## src/rtl/alu_seq_pkg.sv

```systemverilog
// Shared constants for the ALU command sequencer: widths, opcodes, FSM states.
package alu_seq_pkg;

  localparam int unsigned DATA_W = 8;
  localparam int unsigned TAG_W  = 4;
  localparam int unsigned OP_W   = 3;
  // Wait counter must hold LATENCY+1 with LATENCY up to 15.
  localparam int unsigned CNT_W  = 5;

  localparam logic [OP_W-1:0] OP_ADD   = 3'b000;
  localparam logic [OP_W-1:0] OP_SUB   = 3'b001;
  localparam logic [OP_W-1:0] OP_MUL   = 3'b010;
  localparam logic [OP_W-1:0] OP_SHIFT = 3'b011;
  localparam logic [OP_W-1:0] OP_OR    = 3'b100;
  localparam logic [OP_W-1:0] OP_NOT   = 3'b101;
  localparam logic [OP_W-1:0] OP_XOR   = 3'b110;
  localparam logic [OP_W-1:0] OP_NAND  = 3'b111;

  typedef enum logic [1:0] {
    IDLE = 2'd0,
    WAIT = 2'd1,
    RESP = 2'd2
  } seq_state_t;

endpackage

```

## src/rtl/alu_seq_wait_ctr.sv

```systemverilog
// Down-counter timing the ALU settle window; done is high in the last wait cycle.
module alu_seq_wait_ctr
  import alu_seq_pkg::*;
(
  input  logic             clk,
  input  logic             rst,
  input  logic             load,
  input  logic [CNT_W-1:0] load_val,
  input  logic             dec,
  output logic             done
);

  localparam logic [CNT_W-1:0] CNT_ONE = CNT_W'(1);

  logic [CNT_W-1:0] count;

  // Load on command accept, count down while waiting, stop at zero.
  always_ff @(posedge clk) begin
    if (rst) begin
      count <= '0;
    end else if (load) begin
      count <= load_val;
    end else if (dec && (count != '0)) begin
      count <= count - CNT_ONE;
    end
  end

  assign done = (count == CNT_ONE);

endmodule

```

## src/rtl/alu_cmd_sequencer.sv

```systemverilog
// Single-command-in-flight sequencer: latches a command, drives an external ALU,
// waits for the result to settle, then presents a tagged response.
// Optional feature: define ALU_SEQ_FLAGS_EN to add the rsp_zero result flag.
module alu_cmd_sequencer
  import alu_seq_pkg::*;
#(
  parameter int unsigned LATENCY = 1
) (
  input  logic              clk,
  input  logic              rst,
  input  logic              cmd_valid,
  output logic              cmd_ready,
  input  logic [OP_W-1:0]   cmd_op,
  input  logic [DATA_W-1:0] cmd_a,
  input  logic [DATA_W-1:0] cmd_b,
  input  logic              cmd_shift,
  output logic [OP_W-1:0]   alu_sel,
  output logic [DATA_W-1:0] alu_a,
  output logic [DATA_W-1:0] alu_b,
  output logic              alu_shift,
  input  logic [DATA_W-1:0] alu_o,
  input  logic              alu_cout,
  output logic              rsp_valid,
  input  logic              rsp_ready,
  output logic [DATA_W-1:0] rsp_data,
  output logic              rsp_cout,
  output logic [OP_W-1:0]   rsp_op,
  output logic [TAG_W-1:0]  rsp_tag
`ifdef ALU_SEQ_FLAGS_EN
  ,
  output logic              rsp_zero
`endif
);

  seq_state_t       state;
  logic [TAG_W-1:0] tag_ctr;
  logic [TAG_W-1:0] cur_tag;
  logic [CNT_W-1:0] wait_len;
  logic             accept;
  logic             wait_done;

  assign accept = cmd_valid && cmd_ready;

  // The shifter is registered, so shift ops need one extra settle cycle.
  always_comb begin
    wait_len = CNT_W'(LATENCY);
    if (cmd_op == OP_SHIFT) begin
      wait_len = CNT_W'(LATENCY + 1);
    end
  end

  alu_seq_wait_ctr u_wait_ctr (
    .clk      (clk),
    .rst      (rst),
    .load     (accept),
    .load_val (wait_len),
    .dec      (state == WAIT),
    .done     (wait_done)
  );

  // Sequencer FSM with all outputs registered; reset wins over any handshake.
  always_ff @(posedge clk) begin
    if (rst) begin
      state     <= IDLE;
      cmd_ready <= 1'b1;
      rsp_valid <= 1'b0;
      rsp_data  <= '0;
      rsp_cout  <= 1'b0;
      rsp_op    <= '0;
      rsp_tag   <= '0;
      alu_sel   <= '0;
      alu_a     <= '0;
      alu_b     <= '0;
      alu_shift <= 1'b0;
      tag_ctr   <= '0;
      cur_tag   <= '0;
`ifdef ALU_SEQ_FLAGS_EN
      rsp_zero  <= 1'b0;
`endif
    end else begin
      case (state)
        IDLE: begin
          if (cmd_valid) begin
            alu_sel   <= cmd_op;
            alu_a     <= cmd_a;
            alu_b     <= cmd_b;
            alu_shift <= cmd_shift;
            cur_tag   <= tag_ctr;
            tag_ctr   <= tag_ctr + TAG_W'(1);
            cmd_ready <= 1'b0;
            state     <= WAIT;
          end
        end
        WAIT: begin
          if (wait_done) begin
            rsp_data  <= alu_o;
            rsp_cout  <= alu_cout;
            rsp_op    <= alu_sel;
            rsp_tag   <= cur_tag;
            rsp_valid <= 1'b1;
`ifdef ALU_SEQ_FLAGS_EN
            rsp_zero  <= (alu_o == '0);
`endif
            state     <= RESP;
          end
        end
        RESP: begin
          if (rsp_ready) begin
            rsp_valid <= 1'b0;
            cmd_ready <= 1'b1;
            state     <= IDLE;
          end
        end
        default: begin
          rsp_valid <= 1'b0;
          cmd_ready <= 1'b1;
          state     <= IDLE;
        end
      endcase
    end
  end

endmodule

```

## config.mk

```make
export PLATFORM = sky130hd
export DESIGN_NAME = alu_cmd_sequencer
export DESIGN_NICKNAME = d
export VERILOG_FILES = /design/src/rtl/alu_seq_pkg.sv /design/src/rtl/alu_seq_wait_ctr.sv /design/src/rtl/alu_cmd_sequencer.sv
export SDC_FILE = /design/constraint.sdc
export NUM_CORES = 1
export LEC_CHECK = 0
export ABC_AREA = 1
export CORE_MARGIN = 1.5
export CORE_UTILIZATION = 40
export DETAILED_ROUTE_END_ITERATION = 10
export PLACE_DENSITY = 0.85
export SLEW_MARGIN = 20
export SYNTH_ARGS = -nofsm -noshare
export SYNTH_HDL_FRONTEND = slang
export SYNTH_SLANG_ARGS = --single-unit
```

## constraint.sdc

```tcl
create_clock -name clk -period 1.4 [get_ports clk]
set_clock_uncertainty 0.2 [all_clocks]
set_input_delay 0.21 -clock clk [delete_from_list [all_inputs] [get_ports clk]]
set_output_delay 0.21 -clock clk [all_outputs]
set_load 0.005 [all_outputs]
```

# == Word-level counts from Yosys, hierarchy flattened ==
# Index checks and enable logic that the tools add are counted.
# word_totals
ff_bits,53
output_inout_bits,38
elab_cells,48
# op_classes
n_addsub,2
n_eq_ne,7
mux,13
bitwise,2
n_reduce_logical,10
# op_table
op,count
5-bit two-way mux,2
3-bit AND reduction,3
2-bit two-way mux,4
"2-bit inequality test, second input constant",3
1-bit one-hot mux with 3 select lines,2
2-bit one-hot mux with 3 select lines,1
"5-bit by 1-bit equality test with 1-bit output, second input constant",1
5-bit nonzero test,1
"5-bit by 1-bit subtractor with 5-bit output, second input constant",1
"4-bit by 1-bit adder with 4-bit output, second input constant",1
1-bit two-way mux,4
2-bit AND reduction,2
"3-bit by 2-bit equality test with 1-bit output, second input constant",1
"2-bit by 1-bit equality test with 1-bit output, second input constant",1
"2-bit equality test, second input constant",1
1-bit logical AND,2
2-bit zero test,1
1-bit inverter,2
2-bit nonzero test,1

# == Logic depth before layout (Yosys ltp) ==
# depth
word_depth,4
mapped_depth,9

# == Cells and area by module ==
# From an unflattened synthesis, not the netlist that was laid out.
# hier_totals
hier_cells,272
hier_area_um2,2120.8
# by_module_without_submodules
module,n_inst,cells_per_inst,area_per_inst_um2,seq_area_each_um2
alu_cmd_sequencer,1,224,1789.2,960.9
alu_seq_wait_ctr,1,48,331.6,100.1

# == Worst setup path before layout ==
# No wires, ideal clock.
# synth_path
kind,register to register
startpoint,reg u_wait_ctr.count[1]
endpoint,reg rsp_data[0]
setup_time_ns,0.116
arrival_time_ns,1.198
t_required_ns,1.084
path_slack_ns,-0.114
path_stages_with_launch,9
n_path_buf,1
path_cell_list,dfxtp_1 -> inv_1 -> ha_1 -> inv_1 -> nor2_1 -> nand3_4 -> buf_6 -> o21ai_0 -> nor2_1
# synth_between
elab_chain_cells,2
# synth_rtl
element,line_no,source
from (decl),alu_seq_wait_ctr.sv:15,logic [CNT_W-1:0] count;
from (signal assigned),alu_seq_wait_ctr.sv:22,count <= load_val;
from (signal assigned),alu_seq_wait_ctr.sv:24,count <= count - CNT_ONE;
5-bit by 1-bit equality test with 1-bit output,alu_seq_wait_ctr.sv:28,assign done = (count == CNT_ONE);
2-bit AND reduction (no line),--,
to (signal assigned),alu_cmd_sequencer.sv:96,rsp_data <= alu_o;
to (decl),alu_cmd_sequencer.sv:25,"output logic [DATA_W-1:0] rsp_data,"
# No other way between the ends.
# A chain may end at the register's enable or synchronous reset.

# == Worst setup path in the final report ==
# layout_path
startpoint,reg u_wait_ctr.count[1]
endpoint,reg rsp_valid
# layout_between
elab_chain_cells,3
# layout_rtl
element,line_no,source
5-bit by 1-bit equality test with 1-bit output,alu_seq_wait_ctr.sv:28,
2-bit inequality test (no line),--,
3-bit AND reduction (no line),--,
to (signal assigned),alu_cmd_sequencer.sv:66,rsp_valid <= 1'b0;
to (signal assigned),alu_cmd_sequencer.sv:100,rsp_valid <= 1'b1;
to (signal assigned),alu_cmd_sequencer.sv:109,rsp_valid <= 1'b0;
to (decl),alu_cmd_sequencer.sv:23,"output logic rsp_valid,"
# No other way between the ends.

==> flow_summary.toml <==
[detailed_routing]
post-route-drc-count = 0
via_per_inst = 4.72
wl_per_cell_um = 12.4
drt-pass1-iter-count = 4
route.antenna.remaining_nets = 0
drt_iter0_markers = 129
vias = 2078
finalWirelength_um = 5470

[power]
vdd_drop_max_uv = 520
total_power_mw = 3.56
power_density_nw_per_um2 = 1070
leakage_nw = 1.51

[synth]
synthCells = 270
ys_warn_count = 0
synthTopCellsByArea = "dfxtp_1 51%, nor2_1 14%, o21ai_0 11%"
syn_area_um2 = 2080
synth-seq-cells = 53
synthDistinctLibCells = 22
synth_top_cell_by_area = "dfxtp_1"
ys_seq_area_share_pct = 51.1
syn_area_per_cell_um2 = 7.70
syn-num-nets = 306
yosysTopAreaCellShare_pct = 51.1

[setup_path]
startpoint_type = "register"
crit_path_frequent_cell = "inv_2"
critPathBufInv = 3
worstSetupEndpointType = "register"
slowest_delay_ns = 0.33
cp_max_fo = 6
worstPathCellList = "inv_2 -> ha_4 -> inv_2 -> nor2_4 -> nand3_4 -> buf_6 -> a21oi_2"
cp.arrival_ns = 1.53
cp_top_family = "simple AND/OR/NAND/NOR gates"
critPathKind = "register to register"
required_ns = 1.45
cp_slowest_cell = "dfxtp_2"

[worst_hold_path]
hp-class = "register to register"

[floorplan]
core.rowCount = 26
start_util_pct = 41.2
die_h_um = 75.1
dieArea_um2 = 5640
die_w_um = 75.1
io_pins = 71
core_region_area_um2 = 5040

[global_route]
grt_max_degree = 41
track_usage_pct = 20.5
overflow = 0
antenna_found_initial = 0
grt_pass1_vias = 2004
grt_pass1_wl_um = 8780

[timing]
relSlewSlack_pct = 84.2
tightestPinTransition_ns = 0.237
drv_slew = 0
fmax_ghz = 0.673
rsz0062_at_grt = "yes"
hold_violations = 0
setup_viol = 18
period_minus_slack_ns = 1.49
finalCritPeriodShare_pct = 106
fin_ws_ns = -0.0861

[outcome]
violations = "negative setup slack"
status = "finished with violations"

[layout]
nets = 405
antennaDiodeCount = 0
final_core_util_pct = 66.1
syn2layout_area_growth_pct = 60.4
drive_gt1_share_pct = 29.5

[clocking]
clk_latency_ns = 0.32
cts_buffers = 5
cts_root_buf = "clkbuf_8"
clock_path_buffers = 2
cts_tree = "done"
cts.sinks = 53
cts.htree.levels = 2
clk_pin_slew_ns = 0.09

[place]
io_buffers = 70
dp_hpwl_um = 3690
gp_congestion = 0.767

[flow_run]
cap_violations = 0
where the power goes:
group	switching (mW)	internal, mW
clock network	0.504	0.402
logic	0.439	0.489
registers	0.0809	1.65
total	1.02	2.54
what timing repair did:
| item | in CTS | in global routing |
|---|---|---|
| pin swaps | 16 | 9 |
| cloned | 3 | 0 |
| endpoints found under the setup margin | 77 | 49 |
| resized for setup | 100 | 25 |
| buffers inserted | 5 | 2 |
| hold buffers | 0 | 0 |
path summary, 6_finish.rpt:
check / start / cells after the start / slack (ns) / end
worst max-delay path: u_wait_ctr.count[1] / 7 / -0.09 / rsp_valid
worst min-delay path: rsp_tag[1] / 2 / 0.27 / rsp_tag[1]
worst max register to register: u_wait_ctr.count[1] / 7 / -0.09 / rsp_valid
worst min register to register: rsp_tag[1] / 2 / 0.27 / rsp_tag[1]
final cells by class:
type,count,area (µm²)
inverter,17,78.8
clock inverter,2,13.8
multi-input combinational,189,1000
clock buffer,6,82.6
sequential,53,1110
tap,70,87.6
fill,436,1710
timing repair buffer,102,950
timing repair inverter,1,11.3
logic make-up (layout without fill, tap and decap cells):
logic type / count (synthesis) / count (layout) / synth area share [%]
flip-flops: 53 / 53 / 51.1
AO/OA/AOI/OAI: 58 / 58 / 14.1
adder cells (fa/ha/maj): 3 / 3 / 1.81
buffers and inverters: 30 / 128 / 7.35
AND/OR/NAND/NOR: 126 / 128 / 25.6
sequential cells by signal, summed over array words and instances, names as in the netlist:
name / flops
state: 2
cmd_ready: 1
alu_shift: 1
tag_ctr: 4
alu_sel: 3
alu_b: 8
rsp_tag: 4
rsp_valid: 1
alu_a: 8
rsp_data: 8
cur_tag: 4
u_wait_ctr.count: 5
rsp_cout: 1
rsp_op: 3
worst min-delay path, cell delays in order (launching register included):
cell	delay (ns)
dfxtp_2	0.34
nor2_2	0.04
nor2_1	0.06
routing by layer:
| layer | vias up | global-route usage, % | part of all wire [%] |
|---|---|---|---|
| met5 | - | 0 | 0 |
| met4 | 0 | 7.47 | 1.4 |
| met3 | 6 | 5.22 | 3.7 |
| met2 | 44 | 37.6 | 53 |
| met1 | 952 | 22.7 | 42 |
| li1 | 1076 | - | - |
per-stage QoR:
| step | cells | area, µm² | hold WS, ns | setup TNS, ns | worst slack [ns] |
|---|---|---|---|---|---|
| 2_1_floorplan | 270 | 2100 | 0.0791 | -0.140 | -0.0250 |
| 3_3_place_gp | 422 | 3030 | 0.251 | -6.29 | -0.179 |
| 3_5_place_dp | 422 | 3030 | 0.266 | -7.81 | -0.231 |
| 4_1_cts | 438 | 3260 | 0.266 | -1.07 | -0.0730 |
| 5_1_grt | 440 | 3330 | 0.291 | -2.70 | -0.164 |
| 6_report | 440 | 3330 | 0.266 | -1.03 | -0.0861 |
cells in the final DEF, fill, tap and decap left out, types with 2 or more instances in the layout:
master and count:
ha_4 2, nand2_1 27, o21ai_1 22, dfxtp_4 2, nand4_1 3, inv_1 11, dlygate4sd2_1 38, nand3_2 2
nand3_4 4, a21oi_2 2, nor2_4 3, dfxtp_1 18, a21oi_1 9, dfxtp_2 33, inv_8 2, inv_2 3
nand3_1 10, buf_6 5, buf_4 24, clkdlybuf4s50_1 32, clkbuf_8 6, nor2_1 69, o21ai_2 4, nor2_2 9
buf_12 3, o21ai_0 19
Yosys cell counts (all sizes together):
master,count
nor2,81
dfxtp,53
o21ai,45
nand2,28
inv,17
nand3,14
a21oi,11
buf,9
clkbuf,4
ha,3
nand4,3
a31oi,1
o211ai,1
Power figures use the tool's default switching activity.
